--- src/rtl/tohost_monitor_if.sv ---
// Store-snoop bus between the core's data-store path and the tohost monitor.
// The core drives the bus; the monitor only observes it.
interface tohost_monitor_if;
  logic        st_en;
  logic [31:0] st_addr;
  logic [31:0] st_data;

  modport master (output st_en, st_addr, st_data);
  modport slave  (input  st_en, st_addr, st_data);
endinterface

--- src/rtl/tohost_monitor.sv ---
// End-of-test monitor: watches core stores for the riscv-tests tohost write.
// Reports a pass, fail or timeout verdict and the number of RUN cycles taken.
module tohost_monitor #(
  parameter logic [31:0] TOHOST_ADDR = 32'h0000_1000,
  parameter logic [31:0] TIMEOUT     = 32'd5000
) (
  input  logic              clk,
  input  logic              rst,
  input  logic              i_start,
  tohost_monitor_if.slave   i_store,
  output logic              o_busy,
  output logic              o_done,
  output logic              o_pass,
  output logic              o_fail,
  output logic              o_timeout,
  output logic [30:0]       o_failTest,
  output logic [31:0]       o_cycleCount
);

  typedef enum logic [2:0] {
    ST_IDLE,
    ST_RUN,
    ST_PASS,
    ST_FAIL,
    ST_TIMEOUT
  } state_t;

  localparam logic [31:0] LP_LAST_CYCLE = TIMEOUT - 32'd1;

  state_t      r_state;
  state_t      w_stateNext;
  logic [31:0] r_cycleCount;
  logic [31:0] w_cycleCountNext;
  logic [30:0] r_failTest;
  logic [30:0] w_failTestNext;
  logic        r_busy;
  logic        r_done;
  logic        r_pass;
  logic        r_fail;
  logic        r_timeout;
  logic        w_hit;

  assign w_hit = i_store.st_en && (i_store.st_addr == TOHOST_ADDR);

  always_ff @(posedge clk or posedge rst) begin
    if (rst) begin
      r_state      <= ST_IDLE;
      r_cycleCount <= '0;
      r_failTest   <= '0;
    end else begin
      r_state      <= w_stateNext;
      r_cycleCount <= w_cycleCountNext;
      r_failTest   <= w_failTestNext;
    end
  end

  // Start takes priority over any store in the same cycle; a terminating hit beats the timeout.
  always_comb begin
    w_stateNext      = r_state;
    w_cycleCountNext = r_cycleCount;
    w_failTestNext   = r_failTest;
    case (r_state)
      ST_RUN: begin
        if (i_start) begin
          w_cycleCountNext = '0;
        end else begin
          w_cycleCountNext = r_cycleCount + 32'd1;
          if (w_hit && (i_store.st_data == 32'h1)) begin
            w_stateNext = ST_PASS;
          end else if (w_hit && i_store.st_data[0]) begin
            w_stateNext    = ST_FAIL;
            w_failTestNext = i_store.st_data[31:1];
          end else if (r_cycleCount == LP_LAST_CYCLE) begin
            w_stateNext = ST_TIMEOUT;
          end
        end
      end
      ST_IDLE, ST_PASS, ST_FAIL, ST_TIMEOUT: begin
        if (i_start) begin
          w_stateNext      = ST_RUN;
          w_cycleCountNext = '0;
          w_failTestNext   = '0;
        end
      end
      default: begin
        w_stateNext = ST_IDLE;
      end
    endcase
  end

  // Flags are registered from the next state so they line up with r_state.
  always_ff @(posedge clk or posedge rst) begin
    if (rst) begin
      r_busy    <= 1'b0;
      r_done    <= 1'b0;
      r_pass    <= 1'b0;
      r_fail    <= 1'b0;
      r_timeout <= 1'b0;
    end else begin
      r_busy    <= (w_stateNext == ST_RUN);
      r_done    <= (w_stateNext == ST_PASS) || (w_stateNext == ST_FAIL) ||
                   (w_stateNext == ST_TIMEOUT);
      r_pass    <= (w_stateNext == ST_PASS);
      r_fail    <= (w_stateNext == ST_FAIL);
      r_timeout <= (w_stateNext == ST_TIMEOUT);
    end
  end

  assign o_busy       = r_busy;
  assign o_done       = r_done;
  assign o_pass       = r_pass;
  assign o_fail       = r_fail;
  assign o_timeout    = r_timeout;
  assign o_failTest   = r_failTest;
  assign o_cycleCount = r_cycleCount;

endmodule

--- src/flat_wrapper.sv ---
// flat-port wrapper written by rule: the top's interface ports become plain ports
module tohost_monitor_flat 
#(
  parameter logic [31:0] TOHOST_ADDR = 32'h0000_1000,
  parameter logic [31:0] TIMEOUT     = 32'd5000
)
  (clk, rst, i_start, o_busy, o_done, o_pass, o_fail, o_timeout, o_failTest, o_cycleCount, i_store_st_en, i_store_st_addr, i_store_st_data);
  tohost_monitor_if i_store_i ();
  input  logic clk;
  input  logic rst;
  input  logic i_start;
  output logic o_busy;
  output logic o_done;
  output logic o_pass;
  output logic o_fail;
  output logic o_timeout;
  output logic [30:0] o_failTest;
  output logic [31:0] o_cycleCount;
  input wire logic [$bits(i_store_i.st_en)-1:0] i_store_st_en;
  input wire logic [$bits(i_store_i.st_addr)-1:0] i_store_st_addr;
  input wire logic [$bits(i_store_i.st_data)-1:0] i_store_st_data;
  assign i_store_i.st_en = i_store_st_en;
  assign i_store_i.st_addr = i_store_st_addr;
  assign i_store_i.st_data = i_store_st_data;
  tohost_monitor #(.TOHOST_ADDR(TOHOST_ADDR), .TIMEOUT(TIMEOUT)) u_core (.clk(clk), .rst(rst), .i_start(i_start), .i_store(i_store_i), .o_busy(o_busy), .o_done(o_done), .o_pass(o_pass), .o_fail(o_fail), .o_timeout(o_timeout), .o_failTest(o_failTest), .o_cycleCount(o_cycleCount));
endmodule
--- config.mk ---
export PLATFORM = sky130hd
export DESIGN_NAME = tohost_monitor_flat
export DESIGN_NICKNAME = d
export VERILOG_FILES = /design/src/rtl/tohost_monitor_if.sv /design/src/rtl/tohost_monitor.sv /design/src/flat_wrapper.sv
export SDC_FILE = /design/constraint.sdc
export NUM_CORES = 1
export LEC_CHECK = 0
export BUFFER_PORTS_ARGS = -buffer_cell sky130_fd_sc_hd__buf_2
export CAP_MARGIN = 20
export CORE_AREA = 2 2 96 98
export DETAILED_ROUTE_END_ITERATION = 6
export DIE_AREA = 0 0 98 100
export HOLD_SLACK_MARGIN = 0.12
export PLACE_DENSITY = 0.79
export RECOVER_POWER = 25
export SLEW_MARGIN = 20
export SYNTH_ARGS = -nofsm -noshare
export SYNTH_HDL_FRONTEND = slang
export SYNTH_SLANG_ARGS = --single-unit
--- constraint.sdc ---
create_clock -name clk -period 2.87 [get_ports clk]
set_input_delay 0.4305 -clock clk [delete_from_list [all_inputs] [get_ports clk]]
set_output_delay 0.4305 -clock clk [all_outputs]
set_load 0.01 [all_outputs]
==> impl_metrics.json <==
{
  "p_total_w": 0.00218,
  "synth_ff_type": "dfrtp_1",
  "use_met2_pct": 34.8,
  "clkSinkCount": 71,
  "min-delay-path-class": "input port to flip-flop",
  "portBuffers": 135,
  "tns_ns": 0,
  "syn_nets": 467,
  "power.density_nw_per_um2": 457,
  "drt-total-wl_um": 9880,
  "cts_buffer_depth": 2,
  "use_met1_pct": 25.9,
  "place_congestion": 0.883,
  "synth_top_cell_by_area": "dfrtp_1",
  "dieHeight_um": 100,
  "post_cts_buffers": 0,
  "place_inst": 636,
  "min_from": "i_store_st_data[10]",
  "synth.distinct_cells": 50,
  "nets": 605,
  "drt_iter0_markers": 118,
  "slew_headroom_pct": 19.5,
  "path_delay_family": "simple AND/OR/NAND/NOR gates",
  "crit_path_top_delay_cell": "nor4_2",
  "postRouteAntennaNets": 0,
  "overflow": 0,
  "synthTopCellsByArea": "dfrtp_1 (47%), mux2i_1 (8.5%), nand2_1 (5.3%), nor4_1 (4.5%), inv_1 (4.0%)",
  "slowest_delay_ns": 0.47,
  "status": "completed",
  "initial_core_util_pct": 42.2,
  "hold_viol": 0,
  "stdcell_count": 652,
  "insertedDiodeCount": 0,
  "end_kind": "flip-flop",
  "drive_gt1_share_pct": 31.4,
  "max_freq_ghz": 0.458,
  "ctsResizeCount": 0,
  "cp_max_fo": 6,
  "critical_path_class": "flip-flop to flip-flop",
  "die_area_um2": 9800,
  "synth-edff-count": 0,
  "grt_pass1_wl_um": 16600,
  "yosysMostFrequentCell": "dfrtp_1",
  "yosysSeqAreaShare_pct": 47.4,
  "async_reset_ff_share_pct": 100,
  "netlist_instances": 398,
  "grt_max_degree": 41,
  "cts_tree": "done",
  "clock_skew_ns": 0.0187,
  "drtPass1Iterations": 4,
  "multi_input_area_um2": 1760,
  "rsz0062_at_grt": "false",
  "finalSetupViolCount": 0,
  "yosysWarnings": 0,
  "maxSlewViolCount": 0,
  "cp.required_ns": 3.12,
  "gr-usage-all-layers_pct": 20.8,
  "dp_hpwl_um": 7470,
  "worstMarginPinSlew_ns": 1.21,
  "syn_to_final_growth_pct": 27.1,
  "htreeDepth": 3,
  "syn_area_um2": 3750,
  "cp_num_buf_inv": 0,
  "startpoint_type": "flip-flop",
  "worstPathCellList": "ha_1 > nand2_1 > nor4_2 > nand3_1 > or2_2 > o311ai_1",
  "post-route-util_pct": 53.6,
  "insertion_delay_ns": 0.36,
  "wl_per_cell_um": 15.2,
  "whs_ns": 0.316,
  "yosys-top-cells-count": "dfrtp_1 (71), nand2_1 (53), inv_1 (40), mux2i_1 (32), nor4_1 (27)",
  "cts-root-buf": "clkbuf_8",
  "io_pins": 136,
  "via_per_inst": 5.58,
  "r2r_start": "u_core.o_cycleCount[0]",
  "finalCriticalPeriod_ns": 2.18,
  "vias": 3638,
  "drc_errors": 0,
  "grt_pass1_vias": 3514,
  "antenna_found_initial": 0,
  "rows": 35,
  "clk_pin_slew_worst_paths_ns": 0.09,
  "fillers": 830,
  "ys_ff_latch": 71,
  "hold_buffers": 0,
  "vdd_drop_max_v": 0.000283,
  "crit_arrival_ns": 2.43,
  "finalCritPeriodShare_pct": 76.0,
  "synth_top_area_share_pct": 47.4,
  "numCtsBuffers": 9,
  "timing.critical_path.from": "u_core.o_cycleCount[0]",
  "maxCapViolCount": 0,
  "die_w_um": 98,
  "coreArea_um2": 8890,
  "leakage_nw": 2.29,
  "area.sequential_um2": 1780,
  "use_met3_pct": 5.57,
  "avgSynthCellArea_um2": 9.42,
  "grt.busiest_layer": "met2"
}
[layout make-up]
class | instances | area share [%]
clock buffer | 9 | 2.60
timing repair buffer | 142 | 15.5
tap | 111 | 2.91
sequential | 71 | 37.3
multi-input combinational | 272 | 36.9
clock inverter | 7 | 1.65
inverter | 40 | 3.15
[tightest hold or removal path, cell delays in order]
cell,delay (ns)
buf_2,0.11
nand2_1,0.05
mux2i_1,0.05
[per-stage QoR]
step / area [µm²] / setup slack, ns
5_1_grt: 4770 / 0.445
3_5_place_dp: 4580 / 0.616
3_3_place_gp: 4580 / 0.710
4_1_cts: 4780 / 0.703
6_report: 4770 / 0.689
2_1_floorplan: 3750 / 0.643
[layout by cell type (no fill, tap or decap), types with 4 or more instances in the layout]
master,n
nor3_1,4
xnor2_1,9
buf_4,5
nand4_1,13
o211ai_1,6
nor4b_1,11
nor4_1,27
or3_1,6
or4_1,5
nand2_1,53
dfrtp_1,71
nand3_1,17
mux2i_1,32
buf_2,134
inv_1,40
o21ai_0,10
a21oi_1,10
clkbuf_8,9
nor2_1,21
[registers in the layout, indices dropped and copies added, names as in the netlist]
name / count
u_core.r_state: 3
u_core.o_timeout: 1
u_core.o_failTest: 31
u_core.o_done: 1
u_core.o_fail: 1
u_core.o_cycleCount: 32
u_core.o_busy: 1
u_core.o_pass: 1
[kinds of logic (layout without fill, tap and decap cells)]
group | Yosys count | count (layout) | synth area share, %
multiplexers | 33 | 33 | 8.84
AND/OR/NAND/NOR | 176 | 176 | 25.8
adder cells (fa/ha/maj) | 1 | 1 | 0.334
XOR/XNOR | 11 | 11 | 2.57
buffers and inverters | 55 | 198 | 5.87
AO/OA/AOI/OAI | 51 | 51 | 9.18
flip-flops | 71 | 71 | 47.4
[metal layers]
layer,vias to the layer above,share of wire (%)
met4,0,2.3
li1,1717,-
met5,-,0
met3,25,7.8
met1,1733,42
met2,163,48
[power by group]
group | total (W) | switching [W] | internal [W]
Sequential | 0.00109 | 0.0000343 | 0.00106
Combinational | 0.000270 | 0.000155 | 0.000115
Clock | 0.000818 | 0.000409 | 0.000408
[worst paths after layout]
path / cells after the start / slack [ns] / endpoint
worst max register to register: 6 / 0.69 / u_core.o_cycleCount[28]
min in group asynchronous: 2 / 0.39 / u_core.o_failTest[6]
worst max-delay path: 6 / 0.69 / u_core.o_cycleCount[28]
max in group asynchronous: 3 / 0.89 / u_core.o_busy
worst min register to register: 2 / 0.52 / u_core.o_failTest[4]
worst min-delay path: 3 / 0.32 / u_core.o_failTest[9]
Power figures use the tool's default switching activity.
